[src/rtl/rv_pipe_pkg.sv]
// rtl/rv_pipe_pkg.sv - shared types and sizes for the regfile hazard/write-port control
package rv_pipe_pkg;

    localparam int NREG = 32;
    localparam int AW   = $clog2(NREG);
    localparam int XLEN = 32;

    typedef enum logic [1:0] {
        FWD_REG = 2'd0,
        FWD_MEM = 2'd1,
        FWD_WB  = 2'd2
    } fwd_sel_e;

    typedef struct packed {
        logic          v;
        logic [AW-1:0] rd;
        logic          wen;
        logic          load;
    } stage_slot_t;

    // A source matches a producer only if it is really read and is not x0.
    function automatic logic src_hit(input logic used, input logic [AW-1:0] src,
                                     input logic v, input logic wen, input logic [AW-1:0] rd);
        return used & v & wen & (rd == src) & (src != '0);
    endfunction

endpackage

[src/rtl/rf_wport_arb.sv]
// rtl/rf_wport_arb.sv - fixed-priority WB/MDU mux for the single regfile write port
module rf_wport_arb
    import rv_pipe_pkg::*;
(
    input  logic            wb_v,
    input  logic            wb_wen,
    input  logic [AW-1:0]   wb_rd,
    input  logic [XLEN-1:0] wb_wdata,
    input  logic            mdu_wb_valid,
    input  logic [AW-1:0]   mdu_wb_rd,
    input  logic [XLEN-1:0] mdu_wb_data,
    output logic            mdu_wb_ready,
    output logic            rf_wen,
    output logic [AW-1:0]   rf_waddr,
    output logic [XLEN-1:0] rf_wdata
);

    always_comb begin
        mdu_wb_ready = 1'b0;
        rf_wen       = 1'b0;
        rf_waddr     = '0;
        rf_wdata     = '0;
        if (wb_v && wb_wen) begin
            rf_wen   = 1'b1;
            rf_waddr = wb_rd;
            rf_wdata = wb_wdata;
        end else if (mdu_wb_valid) begin
            // An MDU result aimed at x0 is consumed but never written.
            mdu_wb_ready = 1'b1;
            rf_wen       = (mdu_wb_rd != '0);
            rf_waddr     = mdu_wb_rd;
            rf_wdata     = mdu_wb_data;
        end
    end

endmodule

[src/rtl/rf_hazard_ctrl.sv]
// rtl/rf_hazard_ctrl.sv - ID stall, WB bypass, EX forwarding and regfile write-port control
module rf_hazard_ctrl
    import rv_pipe_pkg::*;
(
    input  logic            clk,
    input  logic            rst_n,
    input  logic            id_valid,
    input  logic [AW-1:0]   id_rs1,
    input  logic [AW-1:0]   id_rs2,
    input  logic            id_rs1_used,
    input  logic            id_rs2_used,
    input  logic [AW-1:0]   id_rd,
    input  logic            id_rd_wen,
    input  logic            id_is_load,
    input  logic            id_is_mdu,
    input  logic            ex_flush,
    input  logic [XLEN-1:0] wb_wdata,
    input  logic            mdu_wb_valid,
    input  logic [AW-1:0]   mdu_wb_rd,
    input  logic [XLEN-1:0] mdu_wb_data,
    output logic            mdu_wb_ready,
    output logic            id_stall,
    output logic            id_rs1_byp,
    output logic            id_rs2_byp,
    output fwd_sel_e        ex_fwd_rs1,
    output fwd_sel_e        ex_fwd_rs2,
    output logic            rf_wen,
    output logic [AW-1:0]   rf_waddr,
    output logic [XLEN-1:0] rf_wdata
);

    stage_slot_t     ex_q, ex_d;
    logic            mem_v_q, mem_wen_q, wb_v_q, wb_wen_q;
    logic [AW-1:0]   mem_rd_q, wb_rd_q;
    logic [NREG-1:1] busy_q, busy_d;
    logic [NREG-1:0] busy_all;
    logic            mdu_busy_q, mdu_busy_d;
    logic            rs1_ex, rs2_ex, rs1_mem, rs2_mem;
    logic            load_use, raw_mdu, waw_mdu, mdu_full, issue;

    function automatic fwd_sel_e pick_fwd(input logic hit_ex, input logic hit_mem);
        if (hit_ex)
            return FWD_MEM;
        if (hit_mem)
            return FWD_WB;
        return FWD_REG;
    endfunction

    assign busy_all = {busy_q, 1'b0};

    assign rs1_ex  = src_hit(id_rs1_used, id_rs1, ex_q.v, ex_q.wen, ex_q.rd);
    assign rs2_ex  = src_hit(id_rs2_used, id_rs2, ex_q.v, ex_q.wen, ex_q.rd);
    assign rs1_mem = src_hit(id_rs1_used, id_rs1, mem_v_q, mem_wen_q, mem_rd_q);
    assign rs2_mem = src_hit(id_rs2_used, id_rs2, mem_v_q, mem_wen_q, mem_rd_q);

    // The regfile does not write-before-read, so ID takes the WB value directly.
    assign id_rs1_byp = src_hit(id_rs1_used, id_rs1, wb_v_q, wb_wen_q, wb_rd_q);
    assign id_rs2_byp = src_hit(id_rs2_used, id_rs2, wb_v_q, wb_wen_q, wb_rd_q);

    assign load_use = (rs1_ex | rs2_ex) & ex_q.load;
    assign raw_mdu  = (id_rs1_used & busy_all[id_rs1]) | (id_rs2_used & busy_all[id_rs2]);
    assign waw_mdu  = id_rd_wen & busy_all[id_rd];
    assign mdu_full = id_is_mdu & mdu_busy_q;

    assign id_stall = id_valid & ~ex_flush & (load_use | raw_mdu | waw_mdu | mdu_full);
    assign issue    = id_valid & ~ex_flush & ~id_stall;

    always_comb begin
        ex_d = '0;
        if (issue) begin
            ex_d.v    = 1'b1;
            ex_d.rd   = id_rd;
            ex_d.wen  = id_rd_wen & ~id_is_mdu & (id_rd != '0);
            ex_d.load = id_is_load;
        end
    end

    // Clear before set so a same-cycle issue keeps the MDU marked busy.
    always_comb begin
        busy_d = busy_q;
        if (mdu_wb_ready && (mdu_wb_rd != '0))
            busy_d[mdu_wb_rd] = 1'b0;
        if (issue && id_is_mdu && (id_rd != '0))
            busy_d[id_rd] = 1'b1;
    end

    assign mdu_busy_d = (mdu_busy_q & ~mdu_wb_ready) | (issue & id_is_mdu);

    always_ff @(posedge clk or negedge rst_n) begin
        if (!rst_n) begin
            ex_q       <= '0;
            mem_v_q    <= 1'b0;
            mem_wen_q  <= 1'b0;
            mem_rd_q   <= '0;
            wb_v_q     <= 1'b0;
            wb_wen_q   <= 1'b0;
            wb_rd_q    <= '0;
            busy_q     <= '0;
            mdu_busy_q <= 1'b0;
            ex_fwd_rs1 <= FWD_REG;
            ex_fwd_rs2 <= FWD_REG;
        end else begin
            ex_q       <= ex_d;
            mem_v_q    <= ex_q.v;
            mem_wen_q  <= ex_q.wen;
            mem_rd_q   <= ex_q.rd;
            wb_v_q     <= mem_v_q;
            wb_wen_q   <= mem_wen_q;
            wb_rd_q    <= mem_rd_q;
            busy_q     <= busy_d;
            mdu_busy_q <= mdu_busy_d;
            ex_fwd_rs1 <= issue ? pick_fwd(rs1_ex, rs1_mem) : FWD_REG;
            ex_fwd_rs2 <= issue ? pick_fwd(rs2_ex, rs2_mem) : FWD_REG;
        end
    end

    rf_wport_arb u_wport_arb (
        .wb_v         (wb_v_q),
        .wb_wen       (wb_wen_q),
        .wb_rd        (wb_rd_q),
        .wb_wdata     (wb_wdata),
        .mdu_wb_valid (mdu_wb_valid),
        .mdu_wb_rd    (mdu_wb_rd),
        .mdu_wb_data  (mdu_wb_data),
        .mdu_wb_ready (mdu_wb_ready),
        .rf_wen       (rf_wen),
        .rf_waddr     (rf_waddr),
        .rf_wdata     (rf_wdata)
    );

endmodule

[config.mk]
export PLATFORM = sky130hd
export DESIGN_NAME = rf_hazard_ctrl
export DESIGN_NICKNAME = d
export VERILOG_FILES = /design/src/rtl/rv_pipe_pkg.sv /design/src/rtl/rf_wport_arb.sv /design/src/rtl/rf_hazard_ctrl.sv
export SDC_FILE = /design/constraint.sdc
export NUM_CORES = 1
export LEC_CHECK = 0
export CAP_MARGIN = 25
export CORE_UTILIZATION = 40
export CTS_CLUSTER_DIAMETER = 200
export DETAILED_ROUTE_END_ITERATION = 10
export GPL_ROUTABILITY_DRIVEN = 0
export HOLD_SLACK_MARGIN = 0.12
export PLACE_DENSITY = 0.73
export SYNTH_ARGS = -nofsm -noshare
export SYNTH_HDL_FRONTEND = slang
export SYNTH_SLANG_ARGS = --single-unit
[constraint.sdc]
create_clock -name clk -period 3.6 [get_ports clk]
set_input_delay 0.9 -clock clk [delete_from_list [all_inputs] [get_ports clk]]
set_output_delay 0.9 -clock clk [all_outputs]
set_load 0.005 [all_outputs]
==> out/qor.csv <==
stage,metric,value,unit
worst_setup_path,crit_start,id_rs1[0],
place,dpl_worst_slack,-0.840,ns
worst_setup_path,critical_path_arrival,2.69,ns
timing,hold_viol_final,0,
power_and_ir_drop,p_per_area,298,nW/µm²
logic_synthesis,ys.warnings.count,0,
logic_synthesis,synth_cells,485,
power_and_ir_drop,p_leak,2.73,nW
final_layout,num_antenna_cells,0,
place,dp_hpwl,11.6,mm
logic_synthesis,async_reset_ff_share,100,%
worst_hold_path,min-delay-start,mem_wen_q$_DFF_PN0_,
worst_setup_path,worstPathRequired,2.70,ns
drt,route.detailed.drc,0,
logic_synthesis,synth.distinct_cells,50,
final_layout,nNetsFinal,741,
final_layout,fin_util,63.3,%
die,die_w,104,µm
drt,num_vias,4607,
logic_synthesis,synth-seq-cells,58,
logic_synthesis,synth_top_cell_area_share,34.7,%
logic_synthesis,syn_nets,579,
cts,cts_tree,yes,
logic_synthesis,synthTopCellsByArea,"dfrtp_1 35%, mux4_2 9.7%, nand2_1 9.7%",
drt,wirelength,15.4,mm
global_routing,grt_pass1_wl,24.7,mm
drt,drt_iter0_drc,465,
worst_setup_path,path_max_fanout,5,
final_layout,syn_to_final_growth,50.5,%
timing,fin_crit_sh,99.8,%
timing,worst_pin_slew,1.06,ns
cts,numCtsBuffers,9,
timing,setup_viol,0,
timing,clock_skew,0.00821,ns
timing,holdWs,0.375,ns
die,dieArea,10900,µm²
place,place.port_buffers,139,
global_routing,grt_max_degree,45,
logic_synthesis,synth_ff_type,dfrtp_1,
cts,cts.path.max_buffers,2,
cts,clk_pin_slew,0.06,ns
logic_synthesis,synth_edf_count,0,
die,fp-row-count,36,
global_routing,gr-total-overflow,0,
timing,slew_headroom,29.3,%
cts,cts_sinks,58,
timing,fmax,278,MHz
timing,rsz0062_at_grt,yes,
logic_synthesis,yosysMostFrequentCell,nand2_1,
logic_synthesis,yosysSeqAreaShare,34.7,%
die,core-area,9950,µm²
die,dieHeight,104,µm
drt,viasPerCell,5.87,
drt,wl_per_cell,19.7,µm
global_routing,grt_pass1_vias,4577,
logic_synthesis,netlist_area,4180,µm²
power_and_ir_drop,irDropWorstVdd,0.250,mV
timing,period_minus_slack,3.59,ns
timing,setup_ws,0.00563,ns
worst_setup_path,path_class,input pin to output port,
final_layout,layout-drive-gt1-share,19.6,%
run,maxCapViolCount,0,
drt,antenna_left,0,
worst_setup_path,worstSetupStartpointType,input pin,
final_layout,instances_no_fill,785,
logic_synthesis,postSynthAreaPerCell,8.63,µm²
worst_hold_path,worstHoldPathType,register to register,
worst_setup_path,rr_startpoint,busy_q[13]$_DFF_PN0_,
cts,root_buffer,clkbuf_8,
die,io_pins,140,
die,start_util,42.0,%
global_routing,globalRouteTotalUtil,29.3,%
place,dp.cells,764,
timing,maxSlewViolCount,0,
logic_synthesis,yosysTopAreaCell,dfrtp_1,
worst_setup_path,cp-end-kind,output port,
global_routing,antenna_found_initial,0,
cts,htreeDepth,3,
drt,first_pass_iters,5,
status,status,completed,
cts,clkLatencyLatePin,0.35,ns
logic_synthesis,synth_commonest_cells,"108 x nand2_1, 58 x dfrtp_1, 53 x o21ai_0",
power_and_ir_drop,finalPower,1.88,mW
## area by class of cell
cell class	instances	area [µm²]
clock buffers	11	141
clock inverters	5	53.8
fillers	822	3660
well taps	133	166
multi-input cells	374	2570
inverters	8	30.0
repair buffers	196	1880
flip-flops and latches	58	1450
## layout by cell type (no fill, tap or decap), types with 2 or more instances in the layout
| cell | instances |
|---|---|
| clkbuf_2 | 2 |
| xor2_1 | 12 |
| mux2i_1 | 11 |
| clkbuf_8 | 10 |
| a21oi_1 | 3 |
| o41ai_1 | 5 |
| nor2b_1 | 4 |
| mux4_2 | 18 |
| or2_2 | 3 |
| dlygate4sd2_1 | 6 |
| nand2b_1 | 3 |
| inv_1 | 8 |
| clkinv_2 | 3 |
| o21ai_1 | 5 |
| and2_1 | 2 |
| o21ai_0 | 49 |
| nor4_1 | 6 |
| nand4_1 | 4 |
| xnor2_1 | 17 |
| nand2_1 | 108 |
| or4_1 | 5 |
| nand3_1 | 46 |
| buf_2 | 2 |
| buf_12 | 3 |
| or3b_2 | 2 |
| mux2_2 | 2 |
| or3_1 | 4 |
| buf_4 | 49 |
| clkdlybuf4s50_1 | 123 |
| buf_6 | 6 |
| nor3_1 | 9 |
| o41ai_2 | 10 |
| nand3b_1 | 6 |
| nor2_1 | 13 |
| dfrtp_1 | 58 |
## power by group
group / internal, mW / switching, mW
registers: 0.694 / 0.0533
clock network: 0.336 / 0.273
logic: 0.292 / 0.231
total: 1.32 / 0.557
## cells by family after synthesis
group	share of synthesized area, %
AO/OA/AOI/OAI	15.2
buffers and inverters	5.41
AND/OR/NAND/NOR	25.0
multiplexers	13.6
XOR/XNOR	6.07
flip-flops	34.7
## path summary, 6_finish.rpt
kind	cells past startpoint	slack [ns]	end
min	0	0.37	wb_wen_q$_DFF_PN0_
min reg2reg	0	0.37	wb_wen_q$_DFF_PN0_
max in group asynchronous	2	2.13	busy_q[4]$_DFF_PN0_
max	10	0.006	id_stall
min in group asynchronous	1	0.64	ex_q[6]$_DFF_PN0_
max reg2reg	10	0.66	busy_q[4]$_DFF_PN0_
## critical path, stage by stage
cell             delay, ns
clkdlybuf4s15_2       0.21
buf_6                 0.14
mux4_2                0.51
mux2i_2               0.20
a21oi_1               0.09
o21ai_1               0.07
a21o_1                0.16
nand3_2               0.09
o21a_1                0.19
buf_2                 0.13
## registers in the layout, indices dropped and copies added (netlist names)
register    flops
mdu_busy_q      1
busy_q         31
wb_v_q          1
ex_q            8
wb_rd_q         5
mem_rd_q        5
wb_wen_q        1
ex_fwd_rs1      2
ex_fwd_rs2      2
mem_v_q         1
mem_wen_q       1
## timing repair
| action | 4_1_cts | 5_1_grt |
|---|---|---|
| buffers inserted | 3 | 1 |
| endpoints found under the setup margin | 3 | 2 |
| hold buffers | 0 | 0 |
| gates resized for setup | 49 | 15 |
| pin swaps | 12 | 12 |
| cloned | 1 | 0 |
## routing by layer
layer	up-vias	global-route usage, %	part of all wire [%]
li1	2060	-	-
met1	2177	36.8	39
met2	329	47.4	47
met3	41	8.08	11
met4	0	12.0	2.5
met5	-	0	0
## per-stage QoR
stage                     area [µm²]  TNS (ns)
after global routing            6300   -0.0528
after detailed placement        5970     -3.18
after global placement          5970     -2.02
final                           6300         0
after CTS                       6260   -0.0128
after floorplan                 4190         0
No activity file was read; power rests on OpenSTA's default activity.
